[src/rtl/vermicel_load_store_unit.sv]
// vermicel_load_store_unit
//   Memory access stage after the ALU. Uses the ALU result as the effective
//   address of a load or store and runs one valid/ready transaction on the
//   data bus. Builds byte strobes and lane-replicated store data, and aligns
//   and sign/zero-extends load data.
//
// Configuration:
//   MAX_WAIT                       bus wait limit (0 = wait forever)
//   `VERMICEL_LSU_MISALIGN_TRAP_EN defined: misaligned accesses fail without
//                                  touching the bus; undefined: the low address
//                                  bits are forced to natural alignment.
//
// Ports:
//   clk, reset_n        clock, asynchronous active-low reset
//   start               one-cycle request, operands sampled with it
//   write, size,        access kind (size 3 behaves as word)
//   unsigned_ld
//   address, store_data effective address and right-justified store value
//   busy, done, error   status to the control FSM (done/error are pulses)
//   load_data           extended load result, held until the next load done
//   bus_*               data bus request/response
module vermicel_load_store_unit #(
  parameter int MAX_WAIT = 0
) (
  input  logic        clk,
  input  logic        reset_n,
  input  logic        start,
  input  logic        write,
  input  logic [1:0]  size,
  input  logic        unsigned_ld,
  input  logic [31:0] address,
  input  logic [31:0] store_data,
  output logic        busy,
  output logic        done,
  output logic        error,
  output logic [31:0] load_data,
  output logic        bus_valid,
  output logic [31:0] bus_address,
  output logic [3:0]  bus_wstrobe,
  output logic [31:0] bus_wdata,
  input  logic [31:0] bus_rdata,
  input  logic        bus_ready
);

  typedef enum logic [1:0] {IDLE = 2'd0, REQ = 2'd1, DONE = 2'd2, FAIL = 2'd3} state_t;

  state_t      state, state_next;
  logic        accept;
  logic        is_byte, is_half;
  logic [1:0]  lane;
  logic        misaligned_trap;
  logic        timeout;
  logic [3:0]  strobe_c;
  logic [31:0] wdata_c;
  logic        write_reg, unsigned_reg;
  logic [1:0]  size_reg, lane_reg;
  logic [31:0] shifted;
  logic [31:0] load_ext;

  assign accept  = (state == IDLE) && start;
  assign is_byte = (size == 2'd0);
  assign is_half = (size == 2'd1);

`ifdef VERMICEL_LSU_MISALIGN_TRAP_EN
  assign misaligned_trap = (is_half && address[0]) ||
                           (!is_byte && !is_half && (address[1:0] != 2'b00));
  assign lane = address[1:0];
`else
  // Without the trap, half/word accesses are silently forced to natural alignment.
  assign misaligned_trap = 1'b0;
  assign lane = is_byte ? address[1:0] : (is_half ? {address[1], 1'b0} : 2'b00);
`endif

  // Store lanes; lane[0] is always 0 for halfwords here, so <<lane == <<{a[1],0}.
  always_comb begin
    strobe_c = 4'b0000;
    wdata_c  = store_data;
    if (is_byte) begin
      wdata_c  = {4{store_data[7:0]}};
      strobe_c = 4'b0001 << lane;
    end else if (is_half) begin
      wdata_c  = {2{store_data[15:0]}};
      strobe_c = 4'b0011 << lane;
    end else begin
      strobe_c = 4'b1111;
    end
    if (!write) strobe_c = 4'b0000;
  end

  // Load alignment and extension from the latched access description.
  assign shifted = bus_rdata >> {lane_reg, 3'b000};
  always_comb begin
    load_ext = bus_rdata;
    case (size_reg)
      2'd0:    load_ext = unsigned_reg ? {24'h0, shifted[7:0]}
                                       : {{24{shifted[7]}}, shifted[7:0]};
      2'd1:    load_ext = unsigned_reg ? {16'h0, shifted[15:0]}
                                       : {{16{shifted[15]}}, shifted[15:0]};
      default: load_ext = bus_rdata;
    endcase
  end

  generate
    if (MAX_WAIT > 0) begin : g_timeout
      localparam int CW = $clog2(MAX_WAIT + 1);
      logic [CW-1:0] wait_cnt;
      always_ff @(posedge clk or negedge reset_n) begin
        if (!reset_n)                      wait_cnt <= '0;
        else if (accept)                   wait_cnt <= '0;
        else if (state == REQ && !bus_ready) wait_cnt <= wait_cnt + 1'b1;
      end
      // The limit is hit on the MAX_WAIT-th stalled REQ cycle; ready wins over it.
      assign timeout = (state == REQ) && !bus_ready && (wait_cnt == CW'(MAX_WAIT - 1));
    end else begin : g_no_timeout
      assign timeout = 1'b0;
    end
  endgenerate

  // State register
  always_ff @(posedge clk or negedge reset_n) begin
    if (!reset_n) state <= IDLE;
    else          state <= state_next;
  end

  // Next-state logic
  always_comb begin
    state_next = state;
    case (state)
      IDLE: if (start) state_next = misaligned_trap ? FAIL : REQ;
      REQ: begin
        if (bus_ready)    state_next = DONE;
        else if (timeout) state_next = FAIL;
      end
      DONE:    state_next = IDLE;
      FAIL:    state_next = IDLE;
      default: state_next = IDLE;
    endcase
  end

  // Output decode
  always_comb begin
    busy      = (state == REQ);
    bus_valid = (state == REQ);
    done      = (state == DONE);
    error     = (state == FAIL);
  end

  // Operand latch and load capture
  always_ff @(posedge clk or negedge reset_n) begin
    if (!reset_n) begin
      bus_address  <= 32'h0;
      bus_wstrobe  <= 4'h0;
      bus_wdata    <= 32'h0;
      write_reg    <= 1'b0;
      unsigned_reg <= 1'b0;
      size_reg     <= 2'd0;
      lane_reg     <= 2'd0;
      load_data    <= 32'h0;
    end else begin
      if (accept) begin
        bus_address  <= {address[31:2], 2'b00};
        bus_wstrobe  <= strobe_c;
        bus_wdata    <= wdata_c;
        write_reg    <= write;
        unsigned_reg <= unsigned_ld;
        size_reg     <= size;
        lane_reg     <= lane;
      end
      if (state == REQ && bus_ready && !write_reg) load_data <= load_ext;
    end
  end

endmodule

[config.mk]
export PLATFORM = sky130hd
export DESIGN_NAME = vermicel_load_store_unit
export DESIGN_NICKNAME = d
export VERILOG_FILES = /design/src/rtl/vermicel_load_store_unit.sv
export SDC_FILE = /design/constraint.sdc
export NUM_CORES = 1
export LEC_CHECK = 0
export ABC_AREA = 1
export ABC_CLOCK_PERIOD_IN_PS = 1150
export CORE_MARGIN = 2
export CORE_UTILIZATION = 35
export CTS_BUF_LIST = sky130_fd_sc_hd__clkbuf_8
export DETAILED_ROUTE_END_ITERATION = 16
export PLACE_DENSITY_LB_ADDON = 0.2
export SLEW_MARGIN = 20
export SYNTH_ARGS = -nofsm -noshare
export SYNTH_HDL_FRONTEND = slang
export SYNTH_SLANG_ARGS = --single-unit
[constraint.sdc]
create_clock -name clk -period 1.15 [get_ports clk]
set_input_delay 0.23 -clock clk [delete_from_list [all_inputs] [get_ports clk]]
set_output_delay 0.23 -clock clk [all_outputs]
set_load 0.01 [all_outputs]
# After elaboration in Yosys (flattened, before gate mapping)
# Index checks and enable logic that the tools add are counted.
# op_classes
eq_ne	7
shifts	3
n_mux	13
reduce_logical	9
# ops
op	count
2-to-1 mux 32 bit	4
case mux 32 bit (2 select lines)	1
right shift 32 x 5 -> 16 bit	1
2-to-1 mux 4 bit	3
2-to-1 mux 2 bit	4
== test 2 x 1 -> 1 bit, second input constant	3
zero test 2 bit	3
case mux 2 bit (3 select lines)	1
== test 2 bit, second input constant	2
left shift 1 x 2 -> 4 bit, first input constant	1
left shift 2 x 2 -> 4 bit, first input constant	1
logical AND 1 bit	3
inequality test 2 x 1 -> 1 bit, second input constant	1
inequality test 2 bit, second input constant	1
AND reduction 2 bit	1
OR reduction 2 bit	1
zero test 1 bit	1
# totals
register_bits	106
input_bits	104
out_inout_bits	104
word_cells	41

# Depth between registers and ports, before layout
# depth
ltp_word	7
ltp_mapped	10
ltp_nobuf	8

# Worst setup path after synthesis
# No wires, ideal clock.
# synth_path
path_type	in2reg
start	in size[1]
end	reg bus_wstrobe[2]
setup_ps	123
t_arrival_ps	1231
t_required_ps	1027
slack_ps	-204
path_stages	8
path_buffers	2
cell_sequence	buf_2 nor2_1 buf_2 nand2_1 inv_1 ha_1 o21ai_0 o21ai_1
# synth_via
elab_chain_cells	7
word_cells_on_any_way	9
classes_between	1 x eq/ne; 2 x shift; 5 x mux; 1 x reduce/logical
# synth_lines
element	line_no	source
from (decl)	29	input logic [1:0] size,
== test 2 x 1 -> 1 bit	62	assign is_half = (size == 2'd1);
2-to-1 mux 2 bit (2 in a row)	71	assign lane = is_byte ? address[1:0] : (is_half ? {address[1], 1'b0} : 2'b00);
left shift 2 x 2 -> 4 bit	83	strobe_c = 4'b0011 << lane;
2-to-1 mux 4 bit	81	end else if (is_half) begin
2-to-1 mux 4 bit *	78	if (is_byte) begin
2-to-1 mux 4 bit *	87	if (!write) strobe_c = 4'b0000;
to (signal assigned)	162	bus_wstrobe <= strobe_c;
to (decl)	39	output logic [3:0] bus_wstrobe,
# Mark *: on every way between the ends. The rest lies on a longest branch, timed or not.
# A chain may end at the register's enable or synchronous reset.

# Worst setup path after layout
# layout_path
start	reg lane_reg[0]
end	reg load_data[21]
# layout_via
elab_chain_cells	3
word_cells_on_any_way	4
classes_between	1 x shift; 3 x mux
# layout_lines
element	line_no	source
from (decl)	56	logic [1:0] size_reg, lane_reg;
from (signal assigned)	167	lane_reg <= lane;
right shift 32 x 5 -> 16 bit *	91	assign shifted = bus_rdata >> {lane_reg, 3'b000};
2-to-1 mux 32 bit, on equally long branches	97, 95	
case mux 32 bit (2 select lines) *	94	case (size_reg)
to (signal assigned)	169	if (state == REQ && bus_ready && !write_reg) load_data <= load_ext;
to (decl)	36	output logic [31:0] load_data,
# Marks and branches as above.

==> impl_metrics.py <==
metrics = {
    "power": {
        "vdd_drop_max_mv": 1.25,
        "power_leakage_nw": 4.64,
        "total_power_mw": 19.9,
        "powerDensity_nw_per_um2": 2130,
    },
    "drt": {
        "drtAntennaViolNets": 0,
        "drt_iter0_drc": 219,
        "totalWireLength_microns": 19100,
        "drt_pre_antenna_iters": 5,
        "drcViolationCount": 0,
        "routed-via-count": 5743,
        "wl_per_cell_microns": 16.0,
        "via_per_inst": 4.82,
    },
    "die": {
        "fp.dieW_microns": 126,
        "dieArea_sq_um": 15800,
        "initial_core_util": 0.357,
        "io_pins": 208,
        "rows": 44,
        "die_h_microns": 126,
        "core_sq_um": 14500,
    },
    "placed_design": {
        "dp_cells": 1099,
        "port_buffers": 205,
        "dp_hpwl_microns": 13000,
        "gp_congestion": 0.826,
    },
    "sta": {
        "whs_ps": 241,
        "finalHoldViolCount": 0,
        "min_period_ps": 1440,
        "grt_setup_unrepaired": "true",
        "tns_ps": -22910,
        "maxClockFrequency_mhz": 697,
        "fin_crit_sh": 1.25,
        "final-setup-viol-count": 124,
        "maxSlewViolCount": 0,
        "fin_skew_ps": 4.79,
        "finalWorstSetupSlack_ps": -285,
    },
    "clocking": {
        "insertion_delay_ps": 380,
        "clk_pin_slew_ps": 100,
        "cts-root-buf": "clkbuf_8",
        "htreeDepth": 3,
        "cts.sinks": 106,
        "cts_tree": "built",
        "cts_buffers": 9,
        "clockBufferDepth": 2,
    },
    "synthesis": {
        "synthTopCellsByCount": "nand2_1 (219), dfrtp_1 (106), a21oi_1 (70), inv_1 (57), nor2_1 (44)",
        "ys_top_cells_by_area": "dfrtp_1 (51%), nand2_1 (16%), a21oi_1 (6.7%)",
        "synthDominantAreaCellType": "dfrtp_1",
        "synth_ff_type": "dfrtp_1",
        "yosysSeqAreaShare": 0.511,
        "syn_area_per_cell_sq_um": 7.82,
        "ys_async_sr_fraction": 1.00,
        "synth-edff-count": 0,
        "synthCells": 664,
        "synth_cell_types": 27,
        "synth_most_common_cell": "nand2_1",
        "yosysTopAreaCellShare": 0.511,
        "synth_area_sq_um": 5190,
        "synth_warnings": 0,
        "synth-seq-cells": 106,
    },
    "outcome": {
        "status": "finished, violations left",
        "violations": "setup timing",
    },
    "worst_setup_path": {
        "critical_path.startpoint_type": "register",
        "worstSetupPathType": "reg2reg",
        "cp.arrival_ps": 1720,
        "crit_fanout": 8,
        "endpoint_kind": "register",
        "cp_data_required_time_ps": 1430,
    },
    "final_layout": {
        "largestRegisters": "bus_wdata (32), load_data (32), bus_address (30)",
        "fin_cells": 1191,
        "syn_to_final_growth_pct": 79.6,
        "diodes": 0,
        "nets": 1107,
        "drive_above_1_share": 0.411,
    },
    "global_routing": {
        "antenna_found_initial": 0,
        "grt_pass1_vias": 5819,
        "grt_max_degree": 53,
        "grt_pass1_wl_microns": 29300,
        "grt_use_total": 0.229,
        "grt_overflow": 0,
    },
    "job": {
        "cap_violations": 0,
    },
    "min_path": {
        "hold_class": "in2async",
    },
}
through the flow:
step	cell area [sq um]	utilization	setup slack, ps
final	9330	0.642	-285
after global routing	9330	0.642	-364
after CTS	8620	0.593	-291
after detailed placement	8120	0.559	-512
after global placement	8120	0.559	-464
after floorplan	5390	-	-110
layout by cell type (no fill, tap or decap), types with 6 or more instances in the layout:
cell / n
nand3_2: 21
inv_1: 58
a21oi_1: 21
clkdlybuf4s50_1: 102
o21ai_0: 13
o21ai_2: 8
nand2_1: 199
clkbuf_8: 10
a21oi_2: 45
nor2_1: 31
buf_12: 13
or2_1: 7
nand2_4: 6
buf_8: 8
nor2_2: 9
nand3_1: 15
a31oi_1: 8
clkbuf_16: 6
o21ai_1: 26
buf_4: 107
buf_2: 75
nand2_2: 16
dfrtp_1: 105
buf_6: 47
layout make-up:
class                           instances  area, sq um
Fill cell                            1257         5210
Timing Repair Buffer                  363         3390
Sequential cell                       106         2650
Multi-Input combinational cell        454         2570
Inverter                               67          282
Tap cell                              184          230
Clock buffer                           10          138
Clock inverter                          6         56.3
Timing Repair inverter                  1         11.3
repair_timing:
action	CTS	global route
setup endpoints to repair	206	207
pin swaps	22	28
cloned	6	6
gates resized for setup	523	90
hold buffers	1	0
endpoints found under the hold margin	54	0
setup buffers	33	30
worst max-delay path, cell delays in order, from the launching register on:
cell and delay (ps):
dfrtp_1 440, buf_6 150, inv_6 70, nand2_2 50
nand3_2 70, nand2_2 80, nand3_4 120, clkbuf_16 190
nand3_2 80, nand2_2 60, inv_1 30
layer usage:
layer / part of all wire / track usage / vias to the layer above
li1: - / - / 2764
met1: 0.41 / 0.294 / 2722
met2: 0.48 / 0.369 / 219
met3: 0.079 / 0.0697 / 38
met4: 0.027 / 0.0834 / 0
met5: 0 / 0 / -
worst paths after layout:
path,start,to,slack (ps),cells after the start
max,lane_reg[0],load_data[21],-290,10
min,reset_n,load_data[24],240,2
max reg2reg,lane_reg[0],load_data[21],-290,10
min reg2reg,bus_address[17],bus_address[17],480,2
max in group asynchronous,reset_n,lane_reg[1],350,3
min in group clk,address[2],bus_address[2],370,3
power breakdown:
| group | switching (mW) | internal, mW |
|---|---|---|
| Clock | 1.31 | 1.05 |
| Sequential | 1.03 | 5.35 |
| Combinational | 5.31 | 5.80 |
| Total | 7.65 | 12.2 |
logic make-up after synthesis:
kind of cell | share of synthesized area
and+or+nand+nor | 0.273
AOI/OAI and AO/OA | 0.126
DFF | 0.511
buffers and inverters | 0.0865
adders and majority gates | 0.00241
other | 0.000722
No activity file was read; power rests on OpenSTA's default activity.
